[src/rtl/nes_mem_pkg.sv]
`default_nettype none
// ============================================================================
// nes_mem_pkg : shared widths and grant encoding for the NES memory arbiter
// Rev 1.0
// ============================================================================
package nes_mem_pkg;

    localparam int ADDR_W    = 22;
    localparam int SD_ADDR_W = 25;

    typedef enum logic [1:0] {
        GNT_NONE = 2'd0,
        GNT_LD   = 2'd1,
        GNT_CPU  = 2'd2,
        GNT_PPU  = 2'd3
    } grant_e;

endpackage
`default_nettype wire

[src/rtl/nes_ce_gen.sv]
`default_nettype none
// ============================================================================
// nes_ce_gen : free-running 4-phase counter producing run_nes and clkref
// Rev 1.0
// ============================================================================
module nes_ce_gen (
    input  logic clk,
    input  logic reset_n,
    output logic run_nes,
    output logic clkref
);

    localparam logic [1:0] PHASE_SLOT = 2'd3;

    logic [1:0] phase_q;
    logic [1:0] phase_d;

    always_comb begin
        phase_d = phase_q + 2'd1;
    end

    always_ff @(posedge clk) begin
        if (!reset_n) begin
            phase_q <= 2'd0;
        end else begin
            phase_q <= phase_d;
        end
    end

    always_comb begin
        run_nes = (phase_q == PHASE_SLOT);
        clkref  = phase_q[1];
    end

endmodule
`default_nettype wire

[src/rtl/nes_mem_arbiter.sv]
`default_nettype none
// ============================================================================
// nes_mem_arbiter : slot-based SDRAM arbiter between ROM loader, CPU and PPU
// Rev 1.0
// ============================================================================
module nes_mem_arbiter #(
    parameter int ADDR_W    = nes_mem_pkg::ADDR_W,
    parameter int SD_ADDR_W = nes_mem_pkg::SD_ADDR_W
) (
    input  logic                 clk,
    input  logic                 reset_n,
    input  logic                 downloading,
    input  logic                 ld_wr,
    input  logic [ADDR_W-1:0]    ld_addr,
    input  logic [7:0]           ld_data,
    input  logic                 cpu_rd,
    input  logic                 cpu_wr,
    input  logic [ADDR_W-1:0]    cpu_addr,
    input  logic [7:0]           cpu_dout,
    input  logic                 ppu_rd,
    input  logic [ADDR_W-1:0]    ppu_addr,
    output logic                 run_nes,
    output logic                 clkref,
    output logic [SD_ADDR_W-1:0] mem_addr,
    output logic [7:0]           mem_din,
    output logic                 mem_we,
    output logic                 mem_oeA,
    output logic                 mem_oeB,
    output logic                 ppu_stall,
    output logic                 ld_overrun
);

    import nes_mem_pkg::*;

    logic                 slot_edge;
    logic                 drain;
    logic                 dl_rise;
    grant_e               grant;

    logic                 pending_q,   pending_d;
    logic [ADDR_W-1:0]    hold_addr_q, hold_addr_d;
    logic [7:0]           hold_data_q, hold_data_d;
    logic                 overrun_q,   overrun_d;
    logic                 dl_q,        dl_d;
    logic [SD_ADDR_W-1:0] mem_addr_q,  mem_addr_d;
    logic [7:0]           mem_din_q,   mem_din_d;
    logic                 mem_we_q,    mem_we_d;
    logic                 mem_oea_q,   mem_oea_d;
    logic                 mem_oeb_q,   mem_oeb_d;
    logic                 ppu_stall_q, ppu_stall_d;

    nes_ce_gen u_ce_gen (
        .clk     (clk),
        .reset_n (reset_n),
        .run_nes (run_nes),
        .clkref  (clkref)
    );

    // run_nes is high during phase 3, so the next rising edge is the slot edge
    assign slot_edge = run_nes;

    // Loader holding register: a drain on this edge frees the slot for a new byte
    always_comb begin
        drain       = slot_edge && pending_q;
        dl_rise     = downloading && !dl_q;
        dl_d        = downloading;
        pending_d   = pending_q && !drain;
        hold_addr_d = hold_addr_q;
        hold_data_d = hold_data_q;
        overrun_d   = overrun_q && !dl_rise;
        if (ld_wr) begin
            if (!pending_q || drain) begin
                pending_d   = 1'b1;
                hold_addr_d = ld_addr;
                hold_data_d = ld_data;
            end else begin
                overrun_d = 1'b1;
            end
        end
    end

    always_comb begin
        grant = GNT_NONE;
        if (pending_q) begin
            grant = GNT_LD;
        end else if (downloading) begin
            grant = GNT_NONE;
        end else if (cpu_rd || cpu_wr) begin
            grant = GNT_CPU;
        end else if (ppu_rd) begin
            grant = GNT_PPU;
        end

        mem_addr_d  = mem_addr_q;
        mem_din_d   = mem_din_q;
        mem_we_d    = mem_we_q;
        mem_oea_d   = mem_oea_q;
        mem_oeb_d   = mem_oeb_q;
        ppu_stall_d = ppu_stall_q;

        if (slot_edge) begin
            mem_we_d    = 1'b0;
            mem_oea_d   = 1'b0;
            mem_oeb_d   = 1'b0;
            ppu_stall_d = ppu_rd && (grant != GNT_PPU);
            case (grant)
                GNT_LD: begin
                    mem_we_d   = 1'b1;
                    mem_addr_d = SD_ADDR_W'(hold_addr_q);
                    mem_din_d  = hold_data_q;
                end
                GNT_CPU: begin
                    // rd+wr together is a write; keeps oeA exclusive of we
                    mem_we_d   = cpu_wr;
                    mem_oea_d  = !cpu_wr;
                    mem_addr_d = SD_ADDR_W'(cpu_addr);
                    mem_din_d  = cpu_dout;
                end
                GNT_PPU: begin
                    mem_oeb_d  = 1'b1;
                    mem_addr_d = SD_ADDR_W'(ppu_addr);
                end
                default: begin
                end
            endcase
        end
    end

    always_ff @(posedge clk) begin
        if (!reset_n) begin
            pending_q   <= 1'b0;
            hold_addr_q <= '0;
            hold_data_q <= 8'd0;
            overrun_q   <= 1'b0;
            dl_q        <= 1'b0;
            mem_addr_q  <= '0;
            mem_din_q   <= 8'd0;
            mem_we_q    <= 1'b0;
            mem_oea_q   <= 1'b0;
            mem_oeb_q   <= 1'b0;
            ppu_stall_q <= 1'b0;
        end else begin
            pending_q   <= pending_d;
            hold_addr_q <= hold_addr_d;
            hold_data_q <= hold_data_d;
            overrun_q   <= overrun_d;
            dl_q        <= dl_d;
            mem_addr_q  <= mem_addr_d;
            mem_din_q   <= mem_din_d;
            mem_we_q    <= mem_we_d;
            mem_oea_q   <= mem_oea_d;
            mem_oeb_q   <= mem_oeb_d;
            ppu_stall_q <= ppu_stall_d;
        end
    end

    assign mem_addr   = mem_addr_q;
    assign mem_din    = mem_din_q;
    assign mem_we     = mem_we_q;
    assign mem_oeA    = mem_oea_q;
    assign mem_oeB    = mem_oeb_q;
    assign ppu_stall  = ppu_stall_q;
    assign ld_overrun = overrun_q;

endmodule
`default_nettype wire

[config.mk]
export PLATFORM = sky130hd
export DESIGN_NAME = nes_mem_arbiter
export DESIGN_NICKNAME = d
export VERILOG_FILES = /design/src/rtl/nes_mem_pkg.sv /design/src/rtl/nes_ce_gen.sv /design/src/rtl/nes_mem_arbiter.sv
export SDC_FILE = /design/constraint.sdc
export NUM_CORES = 1
export LEC_CHECK = 0
export CORE_UTILIZATION = 57
export DETAILED_ROUTE_END_ITERATION = 10
export DONT_BUFFER_PORTS = 1
export PLACE_DENSITY = 0.71
export SYNTH_ARGS = -nofsm -noshare
export SYNTH_HDL_FRONTEND = slang
export SYNTH_SLANG_ARGS = --single-unit
[constraint.sdc]
create_clock -name clk -period 1.9 [get_ports clk]
set_input_delay 0.095 -clock clk [delete_from_list [all_inputs] [get_ports clk]]
set_output_delay 0.095 -clock clk [all_outputs]
set_load 0.05 [all_outputs]
==> run metrics <==
status=complete, no violations; Slew Viols, Final=0; worst skew pair latency=0.34 ns; Cell Area, Synth=0.00306 mm2; crit path DAT=1.94 ns; sequential element share of the synthesized area=between 40 and 50%; via/cell ratio=about 6; Distinct cells, synth=32; GR Overflow Total=0; H-tree depth=3; Site Rows=26; maximum clock frequency=584 MHz; Worst setup SP type=flip-flop; reg2reg path depth=5; IO Port Bufs=0; HPWL after detailed placement=4660 um; Synth area leader=dfxtp_1; Post-layout nets=494; fin crit share=90.1%; PD cells=801 mW/mm2; hold crit path type=input pin to flip-flop; Wirelength per Cell=17.5 um; CTS Sinks=69; core area=0.00514 mm2; Post-Syn Instances=350; Ports=about 130; # setup viols final=0; total global routing track utilization=28.8%; syn avg cell area=8.74 um2; CTS Buffer Depth=2; Tmin final=1.71 ns; Cell Count, Final, Fillers Out=470; largest net degree at the start of global routing=69; final hold violation count=0; YS warnings=0; Setup TNS=0 ns; detailed-route wire length=8200 um; Placer Congestion=0.752; CTS tree=built; max cap viols=0; EDFF count, synth=0; Die Span Y=75.2 um; synth-to-layout area growth=25.4%; most common cell after layout, fill and taps aside=dfxtp_1; first-pass GRT wire length=~12000 um; via count=2792; Inst Count DP=403; Tightest Pin Transition=1.24 ns; total CTS buffers=9; initial drt markers=about 140; top cell type's share of synthesized area=45.2%; chip width=between 70 and 80 um; Reg clk slew, reported paths=0.06 ns; Crit Path Max Fanout=16; worst path required time=2.13 ns; Max transition margin=approximately 17%; P_leak=1.49 nW; DRT antenna net count=0; drt first pass iters=5; initial antenna violation count=0; DRC violation count after routing=0; vias in the first global route=2639; Post-CTS Setup Bufs=0; fraction of layout cells with a size suffix above 1=9.25%; commonest non-fill, non-tap cells in the layout=dfxtp_1, dlygate4sd3_1, o21ai_0, nand2_1, nand3_1; asr flop ratio synth=0%; top cells by area, synth=dfxtp_1, o21ai_0, a21boi_0, a22oi_1, nand3_1; initial core utilization=slightly below 60%; Hold Path Cell Cnt=2; CTS Root Cell=clkbuf_8; clk_skew=0.00520 ns; Yosys reg bits=69; VDD IR max=0.000688 V; RSZ-0062 raised after global routing=no; Synth Flop Type=dfxtp_1; Antenna diodes=0; die area=0.00566 mm2; Crit. End Element=flip-flop; WS Path Type=flip-flop to flip-flop
==> layout make-up <==
cell class / count / area, um2
Sequential cell: 69 / 1380
Fill cell: 394 / 1310
Tap cell: 70 / 87.6
Multi-Input combinational cell: 238 / 1470
Timing Repair Buffer: 76 / 733
Clock buffer: 11 / 141
Inverter: 6 / 22.5
==> registers in the layout, indices dropped and copies added (netlist names) <==
name,cells
dl_q,1
hold_addr_q,22
hold_data_q,8
ld_overrun,1
mem_addr,22
mem_din,8
mem_oeA,1
mem_oeB,1
mem_we,1
pending_q,1
ppu_stall,1
u_ce_gen.phase_q,2
==> per-stage QoR <==
stage | total power [mW] | area (um2) | hold slack, ns | util, % | worst slack [ns]
floorplan | 1.96 | 3070 | 0.217 | - | 0.161
global placement | 2.00 | 3120 | 0.218 | 60.7 | 0.226
detailed placement | 2.01 | 3120 | 0.222 | 60.7 | 0.143
CTS | 3.08 | 3830 | 0.00211 | 74.5 | 0.129
global route | 3.19 | 3830 | 0.00769 | 74.6 | 0.0868
finish | 3.07 | 3830 | 0.00208 | 74.6 | 0.188
==> synthesized netlist by cell type, types with 3 or more instances <==
master,count
a21boi_0,22
a21boi_1,11
a22oi_1,22
a31oi_1,22
and2_1,5
buf_1,3
buf_2,13
buf_4,6
clkbuf_1,14
dfxtp_1,69
ha_1,5
inv_1,6
mux2i_1,9
nand2_1,33
nand3_1,30
o211a_1,8
o21ai_0,47
o21ai_1,6
==> final timing paths <==
kind / slack (ns) / endpoint / start
max reg2reg: 0.19 / mem_din[1] / pending_q
min reg2reg: 0.46 / u_ce_gen.phase_q[0] / u_ce_gen.phase_q[0]
min: 0.002 / mem_addr[16] / cpu_addr[16]
max: 0.19 / mem_din[1] / pending_q
==> cells by family (layout without fill, tap and decap cells) <==
kind of cell | Yosys count | count (layout) | share of synthesized area (%)
simple gates | 79 | 79 | 12.2
other cells | 1 | 3 | 0.123
compound gates | 142 | 142 | 30.2
buf+inv | 45 | 93 | 7.32
flops | 69 | 69 | 45.2
mux | 9 | 9 | 2.95
fa+ha+maj | 5 | 5 | 2.05
==> timing repair <==
action,CTS,global route
setup endpoints to repair,0,13
hold buffers,56,0
endpoints found under the hold margin,69,0
gates resized for setup,0,1
==> critical path, cell delays in order, from the launching register on <==
cell	delay [ns]
dfxtp_1	0.35
a31o_2	0.25
ha_1	0.30
and2_1	0.44
nand2_1	0.11
o211a_1	0.15
==> routing by layer <==
metal	global-route usage, %	share of wire, %	routed length [um]
met1	31.3	41	3340
met3	9.37	7.6	621
met2	52.6	50	4070
met4	10.5	2.1	170
met5	0	0	0
==> power by group <==
| group | internal (mW) | leakage (nW) | switching [mW] |
|---|---|---|---|
| Sequential | 1.52 | 0.563 | 0.112 |
| Clock | 0.474 | 0.0731 | 0.481 |
| Combinational | 0.213 | 0.854 | 0.272 |
Power figures use the tool's default switching activity.
